$ cat config.mk
export PLATFORM = sky130hd
export DESIGN_NAME = nanosoc_apb_usrt
export DESIGN_NICKNAME = d
export VERILOG_FILES = /design/src/rtl/nanosoc_apb_usrt_pkg.sv /design/src/rtl/nanosoc_sync_fifo.sv /design/src/rtl/nanosoc_apb_usrt.sv
export SDC_FILE = /design/constraint.sdc
export NUM_CORES = 1
export LEC_CHECK = 0
export ABC_AREA = 1
export BUFFER_PORTS_ARGS = -buffer_cell sky130_fd_sc_hd__buf_2
export CELL_PAD_IN_SITES_DETAIL_PLACEMENT = 1
export CELL_PAD_IN_SITES_GLOBAL_PLACEMENT = 1
export CORE_ASPECT_RATIO = 1.25
export CORE_UTILIZATION = 37
export CTS_BUF_LIST = sky130_fd_sc_hd__clkbuf_4 sky130_fd_sc_hd__clkbuf_8
export DETAILED_ROUTE_END_ITERATION = 10
export GPL_TIMING_DRIVEN = 0
export PLACE_DENSITY_LB_ADDON = 0.08
export SLEW_MARGIN = 20
export SYNTH_ARGS = -nofsm -noshare
export SYNTH_HDL_FRONTEND = slang
export SYNTH_SLANG_ARGS = --single-unit
$ cat constraint.sdc
create_clock -name PCLK -period 2.25 [get_ports PCLK]
set_clock_uncertainty 0.15 [all_clocks]
set_input_delay 0.225 -clock PCLK [delete_from_list [all_inputs] [get_ports PCLK]]
set_output_delay 0.225 -clock PCLK [all_outputs]
set_load 0.01 [all_outputs]
$ cat src/rtl/nanosoc_apb_usrt_pkg.sv
// rtl/nanosoc_apb_usrt_pkg.sv - register map and field positions for the APB USRT bridge
//
// Purpose: shared constants for nanosoc_apb_usrt.
// Ports:   none (package).

package nanosoc_apb_usrt_pkg;

    // Word index taken from PADDR[3:2].
    typedef enum logic [1:0] {
        REG_DATA   = 2'd0,   // 0x0
        REG_STATUS = 2'd1,   // 0x4
        REG_CTRL   = 2'd2,   // 0x8
        REG_COUNT  = 2'd3    // 0xC
    } reg_sel_e;

    // STATUS bit indices
    localparam int ST_TXFULL  = 0;
    localparam int ST_TXEMPTY = 1;
    localparam int ST_RXFULL  = 2;
    localparam int ST_RXEMPTY = 3;
    localparam int ST_TXOVF   = 4;
    localparam int ST_RXUNF   = 5;
    localparam int ST_W       = 6;

    // CTRL bit indices
    localparam int CTRL_EN    = 0;
    localparam int CTRL_TXIE  = 1;
    localparam int CTRL_RXIE  = 2;
    localparam int CTRL_FLUSH = 3;

    // COUNT field positions
    localparam int COUNT_TX_LSB = 0;
    localparam int COUNT_RX_LSB = 8;

endpackage

$ cat src/rtl/nanosoc_sync_fifo.sv
// rtl/nanosoc_sync_fifo.sv - 8-bit synchronous FIFO with push/pop/flush and occupancy
//
// Purpose: single-clock byte FIFO. Full/empty come from the registered
//          occupancy, so a push into a full FIFO is rejected even when a pop
//          happens in the same cycle. Flush overrides push and pop.
// Ports:
//   clk, rst_n       clock, asynchronous active-low reset
//   push, push_data  write request and byte
//   pop              read request (advances head)
//   flush            empty the FIFO this cycle
//   head             byte at the read pointer
//   full, empty      registered occupancy flags
//   count            registered occupancy (0..DEPTH)
//   empty_next       occupancy will be zero after this edge

module nanosoc_sync_fifo #(
    parameter  int DEPTH = 4,
    localparam int AW    = $clog2(DEPTH)
) (
    input  logic          clk,
    input  logic          rst_n,
    input  logic          push,
    input  logic [7:0]    push_data,
    input  logic          pop,
    input  logic          flush,
    output logic [7:0]    head,
    output logic          full,
    output logic          empty,
    output logic [AW:0]   count,
    output logic          empty_next
);

    logic [7:0]    mem [DEPTH];
    logic [AW-1:0] wr_ptr;
    logic [AW-1:0] rd_ptr;
    logic [AW:0]   count_d;
    logic          do_push;
    logic          do_pop;

    assign full    = (count == (AW+1)'(DEPTH));
    assign empty   = (count == '0);
    assign do_push = push & ~full;
    assign do_pop  = pop & ~empty;
    assign head    = mem[rd_ptr];

    always_comb begin
        count_d = count;
        if (flush) begin
            count_d = '0;
        end else begin
            case ({do_push, do_pop})
                2'b10:   count_d = count + (AW+1)'(1);
                2'b01:   count_d = count - (AW+1)'(1);
                default: count_d = count;
            endcase
        end
    end

    // Lets the parent register flags that depend on the post-edge state.
    assign empty_next = (count_d == '0);

    always_ff @(posedge clk or negedge rst_n) begin
        if (!rst_n) begin
            for (int i = 0; i < DEPTH; i++) begin
                mem[i] <= '0;
            end
            wr_ptr <= '0;
            rd_ptr <= '0;
            count  <= '0;
        end else if (flush) begin
            wr_ptr <= '0;
            rd_ptr <= '0;
            count  <= '0;
        end else begin
            if (do_push) begin
                mem[wr_ptr] <= push_data;
                wr_ptr      <= wr_ptr + AW'(1);
            end
            if (do_pop) begin
                rd_ptr <= rd_ptr + AW'(1);
            end
            count <= count_d;
        end
    end

endmodule

$ cat src/rtl/nanosoc_apb_usrt.sv
// rtl/nanosoc_apb_usrt.sv - APB slave bridging register accesses to TX/RX byte streams
//
// Purpose: zero-wait-state APB slave with a TX FIFO (APB writes -> TX stream)
//          and an RX FIFO (RX stream -> APB reads), sticky error flags and a
//          registered level interrupt.
// Ports:
//   PCLK, PRESETn                 clock, asynchronous active-low reset
//   PSEL, PENABLE, PWRITE         APB control
//   PADDR, PWDATA                 APB address / write data
//   PRDATA, PREADY, PSLVERR       APB response (PREADY tied high)
//   TX_VALID, TX_DATA, TX_READY   transmit byte stream (out)
//   RX_VALID, RX_DATA, RX_READY   receive byte stream (in)
//   IRQ                           level interrupt, active high

module nanosoc_apb_usrt
    import nanosoc_apb_usrt_pkg::*;
#(
    parameter int FIFO_DEPTH = 4,
    parameter int APB_ADDR_W = 12,
    parameter int APB_DATA_W = 32
) (
    input  logic                  PCLK,
    input  logic                  PRESETn,
    input  logic                  PSEL,
    input  logic                  PENABLE,
    input  logic                  PWRITE,
    input  logic [APB_ADDR_W-1:0] PADDR,
    input  logic [APB_DATA_W-1:0] PWDATA,
    output logic [APB_DATA_W-1:0] PRDATA,
    output logic                  PREADY,
    output logic                  PSLVERR,
    output logic                  TX_VALID,
    output logic [7:0]            TX_DATA,
    input  logic                  TX_READY,
    input  logic                  RX_VALID,
    input  logic [7:0]            RX_DATA,
    output logic                  RX_READY,
    output logic                  IRQ
);

    localparam int CW = $clog2(FIFO_DEPTH) + 1;

    logic          access, addr_ok, wr_acc, rd_acc;
    reg_sel_e      sel;
    logic          data_wr, data_rd, status_wr, ctrl_wr, flush;
    logic          en, txie, rxie, txovf, rxunf, irq_q;
    logic          en_d, txie_d, rxie_d, txovf_d, rxunf_d, irq_d;
    logic          tx_push, tx_pop, rx_push, rx_pop;
    logic          tx_full, tx_empty, tx_empty_next;
    logic          rx_full, rx_empty, rx_empty_next;
    logic [CW-1:0] tx_count, rx_count;
    logic [7:0]    tx_head, rx_head;
    logic [ST_W-1:0]       status;
    logic [APB_DATA_W-1:0] rdata;
    logic          unused_bits;

    // PADDR[1:0] and the upper write-data bits carry no meaning here.
    assign unused_bits = ^{PADDR[1:0], PWDATA[APB_DATA_W-1:8]};

    // ---------------- APB decode ----------------
    assign access  = PSEL & PENABLE;
    assign addr_ok = (PADDR[APB_ADDR_W-1:4] == '0);
    assign sel     = reg_sel_e'(PADDR[3:2]);
    assign wr_acc  = access &  PWRITE & addr_ok;
    assign rd_acc  = access & ~PWRITE & addr_ok;

    assign data_wr   = wr_acc & (sel == REG_DATA);
    assign data_rd   = rd_acc & (sel == REG_DATA);
    assign status_wr = wr_acc & (sel == REG_STATUS);
    assign ctrl_wr   = wr_acc & (sel == REG_CTRL);
    assign flush     = ctrl_wr & PWDATA[CTRL_FLUSH];

    // ---------------- streams ----------------
    assign TX_VALID = en & ~tx_empty;
    assign TX_DATA  = tx_head;
    assign RX_READY = en & ~rx_full;

    assign tx_push = data_wr;
    assign tx_pop  = TX_VALID & TX_READY;
    assign rx_push = RX_VALID & RX_READY;
    assign rx_pop  = data_rd & ~rx_empty;

    nanosoc_sync_fifo #(.DEPTH(FIFO_DEPTH)) u_tx_fifo (
        .clk        (PCLK),
        .rst_n      (PRESETn),
        .push       (tx_push),
        .push_data  (PWDATA[7:0]),
        .pop        (tx_pop),
        .flush      (flush),
        .head       (tx_head),
        .full       (tx_full),
        .empty      (tx_empty),
        .count      (tx_count),
        .empty_next (tx_empty_next)
    );

    nanosoc_sync_fifo #(.DEPTH(FIFO_DEPTH)) u_rx_fifo (
        .clk        (PCLK),
        .rst_n      (PRESETn),
        .push       (rx_push),
        .push_data  (RX_DATA),
        .pop        (rx_pop),
        .flush      (flush),
        .head       (rx_head),
        .full       (rx_full),
        .empty      (rx_empty),
        .count      (rx_count),
        .empty_next (rx_empty_next)
    );

    // ---------------- control / sticky next state ----------------
    always_comb begin
        en_d   = ctrl_wr ? PWDATA[CTRL_EN]   : en;
        txie_d = ctrl_wr ? PWDATA[CTRL_TXIE] : txie;
        rxie_d = ctrl_wr ? PWDATA[CTRL_RXIE] : rxie;
        // Setting takes priority over W1C; both cannot hit in one access anyway.
        txovf_d = (data_wr & tx_full) |
                  (txovf & ~(status_wr & PWDATA[ST_TXOVF]));
        rxunf_d = (data_rd & rx_empty) |
                  (rxunf & ~(status_wr & PWDATA[ST_RXUNF]));
        // IRQ is built from post-edge state so it tracks the cause one cycle later.
        irq_d = (txie_d & tx_empty_next) | (rxie_d & ~rx_empty_next) |
                txovf_d | rxunf_d;
    end

    always_ff @(posedge PCLK or negedge PRESETn) begin
        if (!PRESETn) begin
            en    <= 1'b0;
            txie  <= 1'b0;
            rxie  <= 1'b0;
            txovf <= 1'b0;
            rxunf <= 1'b0;
            irq_q <= 1'b0;
        end else begin
            en    <= en_d;
            txie  <= txie_d;
            rxie  <= rxie_d;
            txovf <= txovf_d;
            rxunf <= rxunf_d;
            irq_q <= irq_d;
        end
    end

    assign IRQ = irq_q;

    // ---------------- read mux ----------------
    always_comb begin
        status             = '0;
        status[ST_TXFULL]  = tx_full;
        status[ST_TXEMPTY] = tx_empty;
        status[ST_RXFULL]  = rx_full;
        status[ST_RXEMPTY] = rx_empty;
        status[ST_TXOVF]   = txovf;
        status[ST_RXUNF]   = rxunf;
    end

    always_comb begin
        rdata = '0;
        if (rd_acc) begin
            case (sel)
                REG_DATA:   rdata = rx_empty ? '0 : APB_DATA_W'(rx_head);
                REG_STATUS: rdata = APB_DATA_W'(status);
                REG_CTRL: begin
                    rdata[CTRL_EN]   = en;
                    rdata[CTRL_TXIE] = txie;
                    rdata[CTRL_RXIE] = rxie;
                end
                REG_COUNT: begin
                    rdata[COUNT_TX_LSB +: CW] = tx_count;
                    rdata[COUNT_RX_LSB +: CW] = rx_count;
                end
                default: rdata = '0;
            endcase
        end
    end

    assign PRDATA  = rdata;
    assign PREADY  = 1'b1;
    assign PSLVERR = access & ~addr_ok;

endmodule

==> run_results.csv <==
group,metric,value,unit
cts,clk_latency,0.36,ns
final_layout,drive_above_1_share,30.4,%
yosys,synth_cells,566,
grt,grt_max_degree,47,
sta,tightestPinTransition,0.601,ns
route,dr.pass1.iters,4,
yosys,synthFlopType,"dfrtp_1",
placed_design,gp_congestion,0.801,
yosys,synth_common_cells,"149 x nand2_1, 92 x o21ai_0, 84 x dfrtp_1",
yosys,syn_avg_cell_area,8.14,sq um
final_layout,fin_cells,867,
power,ir_drop,0.440,mV
sta,rsz0062_at_grt,"yes",
worst_setup_path,required,2.33,ns
placed_design,dp_hpwl,9970,um
cts,cts_root_buffer,"clkbuf_8",
sta,min_period_over_period,104,%
route,drt-met1-wl,5630,um
placed_design,dp_cells,806,
route,wl_met2,7680,um
cts,cts_tree,"yes",
cts,clk_path_buf_depth,2,
worst_setup_path,cp-start-kind,"register",
status,run_status,"complete, but fails checks",
grt,grt_pass1_wl,22700,um
grt,antenna_found_initial,0,
worst_setup_path,critical_path_class,"register to register",
sta,maxSlewHeadroom,59.9,%
sta,hold_violations,0,
cts,cts.sinks,84,
floorplan,dieArea,12900,sq um
placed_design,portBuffers,55,
power,power.density,945,nW/um^2
sta,holdWs,0.0214,ns
power,power_leakage,0.00323,uW
yosys,ys_seq_area_share,45.7,%
floorplan,rows,45,
yosys,synthTopCellsByArea,"dfrtp_1 46%, nand2_1 12%, o21ai_0 10%, buf_4 4.2%, inv_1 4.1%",
status,violations,"negative setup slack",
sta,worst_slack,-0.0982,ns
route,viasPerCell,4.83,
floorplan,placeableCoreArea,12200,sq um
yosys,ys_ff_latch,84,
grt,grt-ovfl-total,0,
final_layout,diodes,0,
route,finalWirelength,13900,um
grt,track_usage,23.2,%
route,num_vias,4190,
grt,grt_pass1_vias,4397,
yosys,ys_types,37,
sta,setup_viol,2,
sta,drv_slew,0,
yosys,synth_edf_count,0,
yosys,syn_area,4600,sq um
yosys,synthArstFlopShare,100,%
worst_setup_path,arrival,2.43,ns
route,top_layer,"met4",
yosys,yosys.area.top_type,"dfrtp_1",
placed_design,placed_area,5240,sq um
sta,max_freq,426,MHz
worst_setup_path,end_kind,"register",
min_path,min_path_type,"primary input to register",
route,ant_nets,0,
cts,cts_buffers,9,
route,drc,0,
yosys,yosysMostFrequentCell,"nand2_1",
cts,clkSlewWorstSetupHoldPaths,0.08,ns
floorplan,fp.dieH,127,um
yosys,yosysWarningCount,0,
route,routed-wl-met3,317,um
floorplan,pin_count,104,
worst_setup_path,cp_max_fo,2,
final_layout,fin_nets,770,
floorplan,fp.dieW,102,um
final_layout,syn_to_final_growth,29.7,%
route,initialDrtViolationCount,92,
floorplan,start_util,37.9,%
sta,tns,-0.128,ns
flow_run,maxCapViolCount,0,
route,wl_per_cell,16.0,um
sta,fin_crit,2.35,ns
cts,htree_num_levels,3,
final_layout,fin_util,49.1,%
yosys,synth_top_area_share,45.7,%
final_layout,final_area,5970,sq um
-- final cells by class --
| cell class | instances | area (sq um) |
|---|---|---|
| multi-input combinational | 412 | 2260 |
| clock inverter | 1 | 30.0 |
| tap | 164 | 205 |
| fill | 1522 | 6190 |
| buffer | 36 | 273 |
| clock buffer | 14 | 180 |
| timing repair buffer | 104 | 712 |
| inverter | 52 | 198 |
| sequential | 84 | 2110 |
-- metrics by stage --
stage	setup WS [ns]	power, uW
floorplan	-0.233	3340
global placement	-0.591	3850
detailed placement	-0.655	3950
CTS	-0.0712	5570
global route	-0.212	6060
finish	-0.0982	5640
-- report_power, final --
group	internal (uW)	switching (uW)	total, uW
logic	1050	1250	2300
registers	1880	305	2180
clock network	625	539	1160
-- repair_timing --
| action | in CTS | in global routing |
|---|---|---|
| buffers inserted | 37 | 8 |
| hold buffers | 8 | 0 |
| setup endpoints to repair | 21 | 10 |
| pin swaps | 14 | 5 |
| gates resized for setup | 35 | 21 |
| endpoints found under the hold margin | 62 | 0 |
-- state kept, by name (all words and copies together), names as in the netlist, 2 cells and up --
register / flops
u_rx_fifo.count: 3
u_rx_fifo.mem: 32
u_rx_fifo.rd_ptr: 2
u_rx_fifo.wr_ptr: 2
u_tx_fifo.count: 3
u_tx_fifo.mem: 32
u_tx_fifo.rd_ptr: 2
u_tx_fifo.wr_ptr: 2
-- final timing paths --
check                                   start             endpoint  slack (ns)  cells past startpoint
setup / recovery           u_rx_fifo.count[0]                  IRQ        -0.1                     12
hold / removal                     RX_DATA[3]    u_rx_fifo.mem[19]        0.02                      3
setup reg to reg           u_rx_fifo.count[0]                  IRQ        -0.1                     12
hold reg to reg              u_rx_fifo.mem[7]     u_rx_fifo.mem[7]        0.34                      2
max in group asynchronous             PRESETn  u_rx_fifo.rd_ptr[1]        1.17                      3
min in group asynchronous             PRESETn   u_tx_fifo.count[2]        0.20                      2
-- layout by cell type, fill, tap and decap left out, types with 2 or more instances in the layout --
cell type      count
conb_1            22
o211ai_1           2
o21ai_2            7
inv_1             42
o21ai_1           10
o21ai_0           89
clkbuf_1           3
nor2_8             4
nor3_1             2
buf_12             2
dfrtp_2            6
o221ai_1           2
dfrtp_1           78
nor2_2             8
clkbuf_2           2
nand4_1            4
buf_6              3
nand2_1          142
ha_1               8
nor3_4             4
o22ai_1            9
fa_2               2
clkbuf_4           4
buf_2             53
a21oi_1            9
nand2_4            7
nor2_4             5
nor2_1            38
nand2_2            9
xnor2_1            2
ha_4               2
dlygate4sd3_1      8
inv_2              9
buf_4             65
clkbuf_8          13
nand3_1           14
-- logic make-up (layout without fill, tap and decap cells) --
group                    Yosys count  count (layout)  synth area share [%]
adder cells (fa/ha/maj)           12              12                  3.59
XOR/XNOR                           3               3                 0.571
buffers and inverters             90             207                  10.1
other                              2              22                 0.163
flip-flops                        84              84                  45.7
AO/OA/AOI/OAI                    132             132                  15.5
AND/OR/NAND/NOR                  243             243                  24.4
-- routing by layer --
layer | up-vias | GRT usage (%)
met5 | - | 0
met4 | 0 | 7.76
met3 | 20 | 2.81
met2 | 69 | 43.6
met1 | 2044 | 26.6
li1 | 2057 | -
-- worst max-delay path, cell delays in order, from the launching register on --
cell	delay, ns
dfrtp_2	0.44
buf_4	0.16
nor3_4	0.20
nor2_2	0.07
nand2_2	0.11
ha_4	0.15
fa_2	0.42
nand2_1	0.07
o21ai_0	0.11
o21ai_1	0.14
nand2_1	0.08
nand2_1	0.06
nand3_1	0.08
Note: power is estimated with default switching activity, not from simulation.
